**config.mk**
```make
export PLATFORM = sky130hd
export DESIGN_NAME = helix_pb_sequencer
export DESIGN_NICKNAME = d
export VERILOG_FILES = /design/src/rtl/helix_seq_pkg.sv /design/src/rtl/helix_seq_timer.sv /design/src/rtl/helix_pb_sequencer.sv
export SDC_FILE = /design/constraint.sdc
export NUM_CORES = 1
export LEC_CHECK = 0
export ABC_CLOCK_PERIOD_IN_PS = 6900
export CELL_PAD_IN_SITES_DETAIL_PLACEMENT = 1
export CELL_PAD_IN_SITES_GLOBAL_PLACEMENT = 1
export CORE_MARGIN = 5
export CORE_UTILIZATION = 40
export CTS_CLUSTER_SIZE = 8
export DETAILED_ROUTE_END_ITERATION = 6
export GPL_TIMING_DRIVEN = 0
export PLACE_DENSITY = 0.88
export SLEW_MARGIN = 20
export SYNTH_ARGS = -nofsm -noshare
export SYNTH_HDL_FRONTEND = slang
export SYNTH_HIERARCHICAL = 1
export SYNTH_SLANG_ARGS = --single-unit
```
**constraint.sdc**
```tcl
create_clock -name clk_i -period 6.9 [get_ports clk_i]
set_input_delay 1.38 -clock clk_i [delete_from_list [all_inputs] [get_ports clk_i]]
set_output_delay 1.38 -clock clk_i [all_outputs]
set_load 0.01 [all_outputs]
```
**src/rtl/helix_seq_pkg.sv**
```systemverilog
// helix_seq_pkg: shared state encoding and error codes for the PicoBlaze sequencer
package helix_seq_pkg;
  typedef enum logic [2:0] {
    IDLE,
    PBRST,
    WAIT_RST,
    STEP_ISSUE,
    STEP_WAIT,
    STEP_GAP,
    DONE,
    ERROR
  } state_t;
  localparam logic [1:0] ERR_NONE     = 2'd0;
  localparam logic [1:0] ERR_RST_TO   = 2'd1;
  localparam logic [1:0] ERR_STEP_TO  = 2'd2;
  localparam logic [1:0] ERR_RST_LOST = 2'd3;
endpackage

```
**src/rtl/helix_seq_timer.sv**
```systemverilog
// helix_seq_timer: loadable down-counter whose load cycle already counts as the first timed cycle
module helix_seq_timer #(
  parameter int W = 17
) (
  input  logic         clk,
  input  logic         clear,
  input  logic         load,
  input  logic [W-1:0] value,
  output logic         expired
);
  logic [W-1:0] cnt;
  // count down to zero and hold; a load restarts from value minus the current cycle
  always_ff @(posedge clk) begin
    if (clear) cnt <= '0;
    else if (load) cnt <= value - W'(value != '0);
    else if (cnt != '0) cnt <= cnt - W'(1);
  end
  assign expired = load ? value == '0 : cnt == '0;
endmodule

```
**src/rtl/helix_pb_sequencer.sv**
```systemverilog
// helix_pb_sequencer: PicoBlaze bring-up, reset handshake and single-step controller
module helix_pb_sequencer
  import helix_seq_pkg::*;
#(
  parameter int PB_RESET_CYCLES = 16,
  parameter int TIMEOUT_CYCLES  = 65536,
  parameter int STEP_GAP_CYCLES = 2
) (
  input  logic       clk_i,
  input  logic       rst_i,
  input  logic       start_i,
  input  logic [7:0] nsteps_i,
  output logic       pb_rst_o,
  output logic       sys_rst_o,
  input  logic       sys_rst_complete_i,
  output logic       step_o,
  input  logic [7:0] pb_port_id_i,
  input  logic [7:0] pb_out_port_i,
  input  logic       pb_write_strobe_i,
  output logic       busy_o,
  output logic       done_o,
  output logic       error_o,
  output logic [1:0] err_code_o,
  output logic [7:0] step_count_o
);
  localparam int M1 = PB_RESET_CYCLES > STEP_GAP_CYCLES ? PB_RESET_CYCLES : STEP_GAP_CYCLES;
  localparam int W  = $clog2((TIMEOUT_CYCLES > M1 ? TIMEOUT_CYCLES : M1) + 1);
  state_t state, prev;
  logic [7:0] nsteps;
  logic [W-1:0] dur;
  logic entry, expired, ack, unused_bits;
  assign ack = pb_port_id_i[7] & pb_write_strobe_i & pb_out_port_i[0];
  assign unused_bits = ^{pb_port_id_i[6:0], pb_out_port_i[7:1]};
  assign entry = state != prev;
  // length of the state just entered, reloaded into the shared timer on every state change
  always_comb
    dur = state == PBRST ? W'(PB_RESET_CYCLES - 1) :
          (state == WAIT_RST || state == STEP_WAIT) ? W'(TIMEOUT_CYCLES - 1) :
          state == STEP_GAP ? W'(STEP_GAP_CYCLES - 1) : '0;
  helix_seq_timer #(.W(W)) timer (
    .clk    (clk_i),
    .clear  (rst_i),
    .load   (entry),
    .value  (dur),
    .expired(expired)
  );
  // sequencer; every output is registered alongside the state it belongs to
  always_ff @(posedge clk_i) begin
    if (rst_i) begin
      state        <= IDLE;
      prev         <= IDLE;
      nsteps       <= '0;
      pb_rst_o     <= 1'b0;
      sys_rst_o    <= 1'b0;
      step_o       <= 1'b0;
      busy_o       <= 1'b0;
      done_o       <= 1'b0;
      error_o      <= 1'b0;
      err_code_o   <= ERR_NONE;
      step_count_o <= '0;
    end else begin
      prev   <= state;
      done_o <= 1'b0;
      step_o <= 1'b0;
      case (state)
        IDLE: if (start_i) begin
          state        <= PBRST;
          pb_rst_o     <= 1'b1;
          sys_rst_o    <= 1'b1;
          busy_o       <= 1'b1;
          error_o      <= 1'b0;
          err_code_o   <= ERR_NONE;
          step_count_o <= '0;
          nsteps       <= nsteps_i;
        end
        PBRST: if (expired) begin
          state     <= WAIT_RST;
          pb_rst_o  <= 1'b0;
          sys_rst_o <= 1'b0;
        end
        WAIT_RST:
          if (sys_rst_complete_i) begin
            state  <= nsteps == '0 ? DONE : STEP_ISSUE;
            done_o <= nsteps == '0;
            step_o <= nsteps != '0;
          end else if (expired) begin
            state      <= ERROR;
            error_o    <= 1'b1;
            err_code_o <= ERR_RST_TO;
          end
        STEP_ISSUE, STEP_WAIT, STEP_GAP:
          if (!sys_rst_complete_i) begin
            state      <= ERROR;
            error_o    <= 1'b1;
            err_code_o <= ERR_RST_LOST;
          end else if (state == STEP_ISSUE) state <= STEP_WAIT;
          else if (state == STEP_WAIT && ack) begin
            state        <= STEP_GAP;
            step_count_o <= step_count_o + 8'(step_count_o != 8'hff);
          end else if (state == STEP_WAIT && expired) begin
            state      <= ERROR;
            error_o    <= 1'b1;
            err_code_o <= ERR_STEP_TO;
          end else if (state == STEP_GAP && expired) begin
            state  <= step_count_o == nsteps ? DONE : STEP_ISSUE;
            done_o <= step_count_o == nsteps;
            step_o <= step_count_o != nsteps;
          end
        default: begin
          state  <= IDLE;
          busy_o <= 1'b0;
        end
      endcase
    end
  end
endmodule

```
Word level (Yosys, flattened, before mapping)
Index checks and enable logic that the tools add are counted.

Flip-flop bits (word level): 46. Bits of input ports: 29.

Add/subtract/negate cells: 3. Equal/unequal tests: 21. Mux-type cells: 57. Bitwise logic cells: 3. Reductions and logical operators: 23.

Operators by type and width (number): $logic_not A17 Y1 (2); $mux W17 (2); $reduce_bool A17 Y1 (2); $mux W3 (11); $mux W16 (2); $mux W8 (4); $mux W1 (23); $sub A16 B1 Y17 (1); $sub A17 B1 Y17 const B (1); $pmux W8 S2 (1); $mux W2 (7); $ne A2 B2 Y1 const B (7); $ne A3 B3 Y1 const B (4); $pmux W3 S4 (1); $add A8 B1 Y8 (1); $eq A8 B8 Y1 (1); $logic_not A8 Y1 (1); $ne A8 B8 Y1 (1); $ne A8 B8 Y1 const B (1); $pmux W1 S2 (4); $reduce_bool A8 Y1 (1); $reduce_and A7 Y1 (1); $eq A3 B2 Y1 const B (2); $eq A3 B3 Y1 const B (2); other kinds (18) (24).

Logic depth before layout (Yosys ltp)
Gate-level depths: netlist of run 1.

Depth after elaboration: 13. Gate-level depth with buffers: 16.

Hierarchy
Netlist of run 1, hierarchy kept.

By module, submodules not included: helix_pb_sequencer (instances 1, cells an instance 199, area each 1601.5 um^2, seq. area each 580.6 um^2); helix_seq_timer (instances 1, cells an instance 190, area each 1471.4 um^2, seq. area each 340.3 um^2).

Worst setup path after synthesis of run 1
Ideal clock, no wire load.

Kind: flip-flop to flip-flop. Start: reg state[1]. End: reg timer.cnt[11]. Setup time: 86 ps. Arrival: 4854 ps. Required time: 6814 ps. Slack: 1960 ps. Cell stages (with the launch flop): 15. Buffers on the path: 4. Period minus slack after synthesis: 4940 ps. Cells stage by stage: dfxtp_1 buf_6 buf_2 nand2b_1 a21oi_1 buf_2 or4_1 buf_2 nor2_1 nand4_1 ha_1 or4b_1 or4_4 xor2_1 a221oi_2.

Cells in the longest elaborated chain, start to end: 7. Elaborated cells between the ends (all ways): 13.

RTL lines: start, declared (RTL line helix_pb_sequencer.sv:28) `state_t state, prev;`; start signal, assigned (RTL line helix_pb_sequencer.sv:83) `state <= nsteps == '0 ? DONE : STEP_ISSUE;`; start signal, assigned (RTL line helix_pb_sequencer.sv:105) `state <= step_count_o == nsteps ? DONE : STEP_ISSUE;`; $eq A3 B2 Y1 or $eq A3 B3 Y1 (tied branches) (RTL line helix_pb_sequencer.sv:38) `(state == WAIT_RST || state == STEP_WAIT) ? W'(TIMEOUT_CYCLES - 1) :`; $logic_or A1 B1 Y1 (RTL line helix_pb_sequencer.sv:38); $mux W16 (RTL line helix_pb_sequencer.sv:38); $mux W16 * (RTL line helix_pb_sequencer.sv:37) `dur = state == PBRST ? W'(PB_RESET_CYCLES - 1) :`; net dur[10] (RTL line helix_pb_sequencer.sv:30) `logic [W-1:0] dur;`; $reduce_bool A17 Y1 (RTL line helix_seq_timer.sv:15) `else if (load) cnt <= value - W'(value != '0);`; $sub A16 B1 Y17 * (RTL line helix_seq_timer.sv:15); $mux W17 * (RTL line helix_seq_timer.sv:15); end signal, assigned (RTL line helix_seq_timer.sv:15); end signal, assigned (RTL line helix_seq_timer.sv:16) `else if (cnt != '0) cnt <= cnt - W'(1);`; end, declared (RTL line helix_seq_timer.sv:11) `logic [W-1:0] cnt;`.

The timed path passes the listed nets; every way through them passes the cells marked *. A chain may end at the register's enable or synchronous reset.

Worst setup path after layout of run 1
Start: reg state[1]. End: reg timer.cnt[13].

The elaborated chain is that of the path after synthesis.

==> impl_metrics.yaml, run 1 <==
sta:
  hold_violations: 0
  relSlewSlack_pct: 50.77
  timing.clock.skew_ns: 0.01297
  final_min_period_over_clock_period_pct: 59.28
  grt_setup_unrepaired: "false"
  max_slew.worst_pin.slew_ns: 0.7317
  slew_violations: 0
  max_clock_freq_mhz: 244.5
  finalCriticalPeriod_ns: 4.091
  fin_tns_setup_ns: 0
  final_setup_fails: 0
cells_and_area:
  finalInstanceArea_sq_um: 3637
  mostFrequentLayoutCells: "sky130_fd_sc_hd__dfxtp_1 (46), sky130_fd_sc_hd__a21oi_1 (34), sky130_fd_sc_hd__nand2_1 (33), sky130_fd_sc_hd__nor2_1 (32), sky130_fd_sc_hd__clkdlybuf4s50_1 (30)"
  drive_above_1_share_pct: 10.02
  antenna_cells_inserted: 0
  final_common_cell: "sky130_fd_sc_hd__dfxtp_1"
  multi_input_comb_area_sq_um: 1968
  regArea_sq_um: 920.9
  syn2layout_area_growth_pct: 18.36
  fillerInstances: 944
  final_nets: 462
routing:
  routed-via-count: 3041
  first_iter_violations: 87
  drt_first_pass_iters: 4
  avgViaCountPerCell: 5.727
  wl_microns: 9028
  drc: 0
  antenna_violating_nets_post_route: 0
  wl_per_cell_microns: 17.00
critical_path:
  worst_path_most_repeated_cell: "sky130_fd_sc_hd__buf_2"
  critical_path.startpoint_type: "register"
  timing.reg2reg.worst_path_depth: 16
  cp_max_fo: 32
  worstPathRequired_ns: 7.13
  ff2ff_setup_slack_ns: 2.81
  crit_arrival_ns: 4.33
  critical_path.slowest_cell: "sky130_fd_sc_hd__a21oi_4"
  cp_slowest_stage_delay_ns: 0.51
  crit-reg2reg-launch: "state[1]"
  cp_cell_sequence: "buf_6 > buf_2 > nand2b_1 > a21oi_4 > buf_16 > buf_2 > or4_1 > buf_2 > nor2_1 > nand4_1 > ha_1 > or4b_1 > buf_2 > nor4_1 > mux2_2 > a31oi_1"
  end_kind: "register"
  r2r-end: "timer/cnt[13]"
  worstSetupPathType: "reg2reg"
clock_network:
  h-tree-depth: 2
  clkLatencyLatePin_ns: 0.31
  ctsHoldBuffers: 0
  clock_sink_count: 46
  cts_repair_resize_count: 0
  cts.clk_slew.worst_paths_ns: 0.09
  cts_tree: "built"
  cts_made_buffers: 5
  cts_setup_buffers: 0
  cts.path.max_buffers: 2
  cts_root_buf: "sky130_fd_sc_hd__clkbuf_8"
placed_design:
  place_area_sq_um: 3543
  gp_congestion: 0.8814
  final_hpwl_from_detailed_placement_microns: 6949
  port_buffers: 30
grt:
  gr-total-overflow: 0
  global_route_wire_length_before_repair_microns: 15060
  grt_usage_pct: 18.91
  largest_net_degree_at_the_start_of_global_routing: 33
  via_count_of_the_first_global_routing_pass: 3066
  number_of_antenna_violations_at_the_first_check_in_global_routing: 0
power_and_ir_drop:
  ir_drop_v: 0.0001863
  power_leakage_nw: 1.282
  p_per_area_nw_per_um2: 497.6
outcome:
  run_status: "finished clean"
run:
  drv.max_cap_violation_count: 0
floorplanning:
  floorplan.die.width_microns: 97.65
  floorplan.core_area_sq_um: 7607
  starting_density_of_the_core_pct: 40.39
  fp.dieH_microns: 97.65
  die_area_sq_um: 9536
  row_count: 32
  io-pin-count: 45
synth:
  synth_area_leader_cell: "sky130_fd_sc_hd__dfxtp_1"
  synth-seq-cells: 46
  post-synth-top-area-fraction_pct: 29.97
  ys.warnings.count: 6
  syn_area_per_cell_sq_um: 7.900
  post_synth_main_area_contributors: "sky130_fd_sc_hd__dfxtp_1 (30%), sky130_fd_sc_hd__a21oi_1 (5.7%), sky130_fd_sc_hd__xnor2_1 (5.4%)"
  yosysUniqueCellTypes: 68
  number_of_enable_flip_flop_cells_after_synthesis: 0
  synth_sequential_area_ratio_pct: 29.97
  synthArstFlopShare_pct: 0
  syn_area_sq_um: 3073
  cells_after_synth: 389
  synth_ff_type: "sky130_fd_sc_hd__dfxtp_1"
hold_path:
  worst_hold_path_type: "reg2reg"
  min_from: "error_o"
  worstHoldPathCells: 2
  worst_hold_path.endpoint: "error_o"
==> routing by layer <==
| metal | vias to the layer above | share of wire (%) | global-route usage [%] |
|---|---|---|---|
| met1 | 1469 | 44 | 23.00 |
| li1 | 1504 | - | - |
| met4 | 0 | 1.7 | 5.857 |
| met5 | - | 0 | 0 |
| met2 | 55 | 51 | 34.11 |
| met3 | 13 | 3.3 | 2.728 |
==> critical path, delay by kind of cell, from the launching register on <==
kind / cells / cell delay, ns
simple gates: 6 / 1.36
buf+inv: 6 / 1.10
compound gates: 2 / 0.63
mux: 1 / 0.41
flops: 1 / 0.32
fa+ha+maj: 1 / 0.20
==> synthesized netlist by cell type, types with 3 or more instances <==
cell	count
sky130_fd_sc_hd__nand2_1	33
sky130_fd_sc_hd__a211oi_1	8
sky130_fd_sc_hd__xor2_1	8
sky130_fd_sc_hd__and3_1	8
sky130_fd_sc_hd__nor4_1	10
sky130_fd_sc_hd__o21ai_0	6
sky130_fd_sc_hd__mux2i_1	3
sky130_fd_sc_hd__buf_6	3
sky130_fd_sc_hd__nor2b_1	4
sky130_fd_sc_hd__o31ai_1	4
sky130_fd_sc_hd__clkbuf_1	13
sky130_fd_sc_hd__o32ai_1	4
sky130_fd_sc_hd__inv_1	13
sky130_fd_sc_hd__dfxtp_1	46
sky130_fd_sc_hd__buf_2	8
sky130_fd_sc_hd__nand4_1	16
sky130_fd_sc_hd__nor3_1	12
sky130_fd_sc_hd__nand2b_1	12
sky130_fd_sc_hd__a21oi_1	35
sky130_fd_sc_hd__mux2_2	3
sky130_fd_sc_hd__ha_1	5
sky130_fd_sc_hd__or4_1	4
sky130_fd_sc_hd__a311o_1	3
sky130_fd_sc_hd__nor2_1	32
sky130_fd_sc_hd__xnor2_1	19
sky130_fd_sc_hd__a31oi_1	5
sky130_fd_sc_hd__o22ai_1	4
sky130_fd_sc_hd__o211ai_1	4
sky130_fd_sc_hd__nand3_1	10
sky130_fd_sc_hd__a21o_1	4
sky130_fd_sc_hd__nor3b_1	3
sky130_fd_sc_hd__or3_1	3
==> state kept, by name, indices dropped and copies added, names as in the netlist, 2 cells and up <==
name,flops
nsteps,8
err_code_o,2
step_count_o,8
prev,3
timer/cnt,17
state,3
==> stage by stage <==
stage                     util (%)  worst slack (ns)  std cells  hold WS [ns]  power [W]
final                        47.81             2.809        531        0.4677   0.001810
after detailed placement     46.58             2.847        523        0.4622   0.001624
after global placement       46.07             1.338        522        0.4414   0.001550
after floorplan                  -             1.960        390        0.4618   0.001305
after CTS                    47.81             2.809        531        0.4815   0.001814
after global routing         47.81             2.518        531        0.5083   0.001967
==> power breakdown <==
| part | internal, W | switching, W |
|---|---|---|
| Clock | 0.0000734 | 0.000104 |
| Combinational | 0.000499 | 0.000741 |
| Sequential | 0.000334 | 0.0000588 |
| Total | 0.000906 | 0.000903 |
==> area by class of cell <==
class	instances	share of cell area, %
plain buffers	28	4.025
clock buffers	5	1.892
clock inverters	3	0.6880
inverters	14	1.445
multi-input cells	302	54.11
flip-flops and latches	46	25.32
well taps	102	3.509
repair buffers	31	9.013
==> worst max-delay path by stage <==
stage | start | slack, ns | cells past startpoint | end
final | state[1] | 2.81 | 16 | timer/cnt[13]
after global routing | state[1] | 2.52 | 16 | timer/cnt[13]
after CTS | state[1] | 2.81 | 16 | timer/cnt[13]
after detailed placement | state[1] | 2.85 | 16 | timer/cnt[13]
after global placement | state[1] | 1.34 | 14 | timer/cnt[11]
after floorplan | state[1] | 1.96 | 14 | timer/cnt[11]
==> cell families (layout without fill, tap and decap cells) <==
family,Yosys count,after routing,share of synthesized area [%]
AOI/OAI and AO/OA,92,92,20.07
xor gates and xnor gates,28,28,8.225
adders and majority gates,5,5,2.036
buffers and inverters,42,81,6.474
DFF,46,46,29.97
muxes,6,6,2.077
other,1,2,0.1220
and+or+nand+nor,169,169,31.03
Power figures use the tool's default switching activity.
==> run 2, diff against run 1 <==
ABC_CLOCK_PERIOD_IN_PS = 3900   (was 6900)
clock period = 3.9 ns   (was 6.9 ns; I/O delays follow)
==> run 2 against run 1 <==
Clock power is 110% higher. Flip-flop and latch count is the same. Wire length is 3.3% higher. First-iteration DRC count grew 57%. Die area unchanged. Clock skew fell by 0.0060 ns. Largest cell class unchanged. Highest routed layer unchanged.
==> impl_metrics.yaml, run 2 (synthesis results as in run 1) <==
outcome:
  run_status: "finished clean"
cells_and_area:
  mostFrequentLayoutCells: "sky130_fd_sc_hd__dfxtp_1 (46), sky130_fd_sc_hd__a21oi_1 (34), sky130_fd_sc_hd__nand2_1 (33), sky130_fd_sc_hd__nor2_1 (32), sky130_fd_sc_hd__clkdlybuf4s50_1 (30)"
  regArea_sq_um: 920.9
  fillerInstances: 964
  multi_input_comb_area_sq_um: 1997
  largest_register_ff_count: 17
  final_nets: 463
  register_ranked_first_by_flip_flop_count: "timer/cnt"
  final_common_cell: "sky130_fd_sc_hd__dfxtp_1"
  antenna_cells_inserted: 0
  syn2layout_area_growth_pct: 18.97
  drive_above_1_share_pct: 10.93
  reg_top3: "timer/cnt: 17 flops, nsteps: 8 flops, step_count_o: 8 flops"
sta:
  grt_setup_unrepaired: "false"
  final_min_period_over_clock_period_pct: 94.31
  hold_violations: 0
  slew_violations: 0
  final_critical_path_setup_slack_ns: 0.2219
  relSlewSlack_pct: 40.42
  finalCriticalPeriod_ns: 3.678
  max_clock_freq_mhz: 271.9
  timing.clock.skew_ns: 0.007007
  max_slew.worst_pin.slew_ns: 0.8937
  final_setup_fails: 0
  hold-worst-slack_ns: 0.4688
floorplanning:
  starting_density_of_the_core_pct: 40.39
  die_area_sq_um: 9536
  fp.dieH_microns: 97.65
  row_count: 32
  floorplan.core_area_sq_um: 7607
  io-pin-count: 45
  floorplan.die.width_microns: 97.65
clock_network:
  clock_sink_count: 46
  h-tree-depth: 2
  cts_tree: "built"
  cts.clk_slew.worst_paths_ns: 0.08
  cts_setup_buffers: 0
  clkLatencyLatePin_ns: 0.32
  cts.path.max_buffers: 2
  cts_made_buffers: 5
  cts_root_buf: "sky130_fd_sc_hd__clkbuf_8"
  ctsHoldBuffers: 0
grt:
  grt_usage_pct: 19.52
  number_of_antenna_violations_at_the_first_check_in_global_routing: 0
  global_route_wire_length_before_repair_microns: 15310
  gr-total-overflow: 0
  via_count_of_the_first_global_routing_pass: 3162
  largest_net_degree_at_the_start_of_global_routing: 26
critical_path:
  critical_path.startpoint_type: "register"
  end_kind: "register"
  crit_arrival_ns: 3.90
  worstPathRequired_ns: 4.12
  worstSetupPathType: "reg2reg"
  cp_max_fo: 13
routing:
  drc: 0
  wl_per_cell_microns: 17.53
  routed-via-count: 3065
  wl_microns: 9328
  avgViaCountPerCell: 5.761
  antenna_violating_nets_post_route: 0
  drt_first_pass_iters: 4
  first_iter_violations: 137
placed_design:
  port_buffers: 30
  gp_congestion: 0.8655
  dp_worst_setup_slack_ns: -0.3417
  final_hpwl_from_detailed_placement_microns: 6889
hold_path:
  worst_hold_path_type: "reg2reg"
run:
  drv.max_cap_violation_count: 0
power_and_ir_drop:
  ir_drop_v: 0.0002843
  p_per_area_nw_per_um2: 893.8
  power_leakage_nw: 1.289
run 2: routing by layer:
| layer | GRT usage [%] | wire length (microns) | vias up |
|---|---|---|---|
| li1 | - | - | 1512 |
| met1 | 22.69 | 3919 | 1477 |
| met3 | 4.020 | 352 | 16 |
| met4 | 6.283 | 151 | 0 |
| met2 | 35.48 | 4904 | 60 |
| met5 | 0 | 0 | - |
run 2: cell type report:
class                           count  share of cell area [%]
Buffer                             28                   4.073
Clock buffer                        5                   1.882
Clock inverter                      3                   1.095
Inverter                           14                   1.437
Multi-Input combinational cell    304                   54.62
Sequential cell                    46                   25.19
Tap cell                          102                   3.491
Timing Repair Buffer               30                   8.214
run 2: worst max-delay path, stage by stage, from the launching register on:
cell,delay [ns]
sky130_fd_sc_hd__dfxtp_1,0.43
sky130_fd_sc_hd__buf_2,0.26
sky130_fd_sc_hd__clkbuf_4,0.30
sky130_fd_sc_hd__a21oi_4,0.09
sky130_fd_sc_hd__buf_2,0.19
sky130_fd_sc_hd__or4_1,0.39
sky130_fd_sc_hd__buf_2,0.16
sky130_fd_sc_hd__nor2_1,0.11
sky130_fd_sc_hd__nand4_1,0.18
sky130_fd_sc_hd__o22ai_1,0.27
sky130_fd_sc_hd__buf_2,0.25
sky130_fd_sc_hd__nor3b_1,0.07
sky130_fd_sc_hd__o311a_1,0.37
sky130_fd_sc_hd__nand4bb_1,0.23
sky130_fd_sc_hd__o31ai_1,0.27
run 2: worst paths after layout:
check	startpoint	end	slack [ns]	depth (start not counted)
min	error_o	error_o	0.47	2
max reg2reg	state[0]	state[0]	0.22	14
min reg2reg	error_o	error_o	0.47	2
max	state[0]	state[0]	0.22	14
run 2: repair_timing:
item | in CTS | in global routing
endpoints found under the hold margin | 0 | 0
gates cloned | 2 | 0
pin swaps | 1 | 0
setup endpoints to repair | 16 | 11
resized for setup | 0 | 5
run 2: power breakdown:
part | switching [W] | internal, W
registers | 0.000107 | 0.000591
logic | 0.00133 | 0.000873
clock network | 0.000175 | 0.000189
total | 0.00161 | 0.00165
run 2: stage by stage:
stage / setup TNS [ns] / power [W] / utilization (%) / cell area, sq um / instances
detailed placement: -2.103 / 0.002846 / 46.22 / 3516 / 522
global route: 0 / 0.003527 / 48.06 / 3656 / 532
CTS: 0 / 0.003248 / 47.88 / 3642 / 532
finish: 0 / 0.003268 / 48.06 / 3656 / 532
global placement: -1.047 / 0.002745 / 46.22 / 3516 / 522
floorplan: 0 / 0.002311 / - / 3088 / 390
==> run 3, diff against run 2 <==
RECOVER_POWER = 25   (was not set)
==> run 3 against run 2 <==
Global-route usage is the same. Wire length up 0.24%. Clock power is essentially flat. Flip-flop and latch count unchanged. Count of clock-buffer cells in the layout stayed put. Largest power group unchanged. Sequential share of layout area is the same. Sequential power about the same. Design area unchanged. Largest cell class unchanged. Critical path depth is the same.
==> impl_metrics.yaml, run 3 (synthesis results as in run 1) <==
clock_network:
  cts_tree: "built"
  cts.clk_slew.worst_paths_ns: 0.09
  clock_sink_count: 46
  cts_setup_buffers: 0
  h-tree-depth: 2
  clkLatencyLatePin_ns: 0.32
  cts_made_buffers: 5
  cts_root_buf: "sky130_fd_sc_hd__clkbuf_8"
  cts.path.max_buffers: 2
  ctsHoldBuffers: 0
sta:
  relSlewSlack_pct: 40.36
  max_clock_freq_mhz: 272.0
  hold_violations: 0
  final_min_period_over_clock_period_pct: 94.26
  max_slew.worst_pin.slew_ns: 0.8946
  grt_setup_unrepaired: "false"
  slew_violations: 0
  timing.clock.skew_ns: 0.006328
  finalCriticalPeriod_ns: 3.676
  final_setup_fails: 0
cells_and_area:
  largest_register_ff_count: 17
  finalNonFillerCells: 532
  mostFrequentLayoutCells: "sky130_fd_sc_hd__dfxtp_1 (46), sky130_fd_sc_hd__a21oi_1 (34), sky130_fd_sc_hd__nand2_1 (33), sky130_fd_sc_hd__nor2_1 (32), sky130_fd_sc_hd__clkdlybuf4s50_1 (21)"
  drive_above_1_share_pct: 10.93
  final_nets: 463
  antenna_cells_inserted: 0
  final_core_utilization_pct: 48.06
  final_common_cell: "sky130_fd_sc_hd__dfxtp_1"
  syn2layout_area_growth_pct: 18.97
  reg_top3: "timer/cnt: 17 flops, nsteps: 8 flops, step_count_o: 8 flops"
  register_ranked_first_by_flip_flop_count: "timer/cnt"
grt:
  grt_usage_pct: 19.52
  largest_net_degree_at_the_start_of_global_routing: 26
  via_count_of_the_first_global_routing_pass: 3162
  gr-total-overflow: 0
  global_route_wire_length_before_repair_microns: 15310
  number_of_antenna_violations_at_the_first_check_in_global_routing: 0
critical_path:
  crit_arrival_ns: 3.92
  worstSetupPathType: "reg2reg"
  ff2ff_setup_slack_ns: 0.22
  worstPathRequired_ns: 4.14
  worst_setup_path_startpoint: "state[0]"
  cp_cell_sequence: "buf_2 > clkbuf_4 > a21oi_4 > buf_2 > or4_1 > buf_2 > nor2_1 > nand4_1 > o22ai_1 > buf_2 > nor3b_1 > o311a_1 > or3_1 > a21oi_1"
  critical_path.slowest_cell: "sky130_fd_sc_hd__dfxtp_1"
  timing.reg2reg.worst_path_depth: 14
  crit-reg2reg-launch: "state[0]"
  cp_max_fo: 13
  critPathCapture: "state[1]"
  worst_path_most_repeated_cell: "sky130_fd_sc_hd__buf_2"
  cp_slowest_stage_delay_ns: 0.43
  end_kind: "register"
  r2r-end: "state[1]"
  critical_path.startpoint_type: "register"
routing:
  wl_microns: 9350
  routed-via-count: 3084
  drt_first_pass_iters: 4
  avgViaCountPerCell: 5.797
  antenna_violating_nets_post_route: 0
  drc: 0
  first_iter_violations: 150
  wl_per_cell_microns: 17.58
placed_design:
  port_buffers: 30
  final_hpwl_from_detailed_placement_microns: 6889
  place_inst: 522
  gp_congestion: 0.8655
floorplanning:
  floorplan.die.width_microns: 97.65
  floorplan.core_area_sq_um: 7607
  io-pin-count: 45
  row_count: 32
  fp.dieH_microns: 97.65
  starting_density_of_the_core_pct: 40.39
  die_area_sq_um: 9536
outcome:
  run_status: "finished clean"
power_and_ir_drop:
  ir_drop_v: 0.0002835
  power_leakage_nw: 1.311
  p_per_area_nw_per_um2: 893.1
hold_path:
  min_from: "error_o"
  worst_hold_path_type: "reg2reg"
run:
  drv.max_cap_violation_count: 0
## run 3: how the worst min path moves through the flow
| stage | endpoint | slack (ns) | depth (start not counted) |
|---|---|---|---|
| finish | error_o | 0.47 | 2 |
| global route | error_o | 0.49 | 2 |
| CTS | busy_o | 0.48 | 2 |
| detailed placement | busy_o | 0.46 | 2 |
| global placement | error_o | 0.45 | 2 |
| floorplan | nsteps[6] | 0.46 | 2 |
## run 3: report_power, final
part | internal (W) | switching, W | total [W]
Sequential | 0.000591 | 0.000107 | 0.000698
Clock | 0.000189 | 0.000175 | 0.000364
Combinational | 0.000868 | 0.00133 | 0.00220
## run 3: layout make-up
class,instances,area [sq um]
Clock buffer,5,68.82
Inverter,14,52.55
Sequential cell,46,920.9
Timing Repair Buffer,30,300.3
Tap cell,102,127.6
Multi-Input combinational cell,304,1997
Buffer,28,148.9
Clock inverter,3,40.04
Fill cell,964,3951
## run 3: metal layers
layer  global-route usage [%]  vias up  wire length (microns)
met5                        0        -                      0
met4                    6.283        0                    153
met3                    4.020       16                    376
met2                    35.48       74                   4945
met1                    22.69     1484                   3874
li1                         -     1510                      -
## run 3: worst max-delay path: cells and delay by family (launching register included)
| kind | cells | cell delay (ns) |
|---|---|---|
| compound gates | 4 | 0.89 |
| flops | 1 | 0.43 |
| simple gates | 5 | 1.10 |
| buf+inv | 5 | 1.15 |
## run 3: what timing repair did
item | in CTS | in global routing
resized for setup | 0 | 5
pin swaps | 1 | 0
endpoints found under the setup margin | 16 | 11
endpoints found under the hold margin | 0 | 0
cloned | 2 | 0
## run 3: stage by stage
step                worst slack (ns)  TNS (ns)  power (W)  hold slack, ns  instance area [sq um]
global route                0.004444         0   0.003522          0.4879                   3656
finish                        0.2239         0   0.003265          0.4673                   3656
floorplan                     0.1770         0   0.002311          0.4618                   3088
global placement             -0.2727    -1.047   0.002745          0.4466                   3516
CTS                          0.02587         0   0.003248          0.4781                   3642
detailed placement           -0.3417    -2.103   0.002846          0.4610                   3516
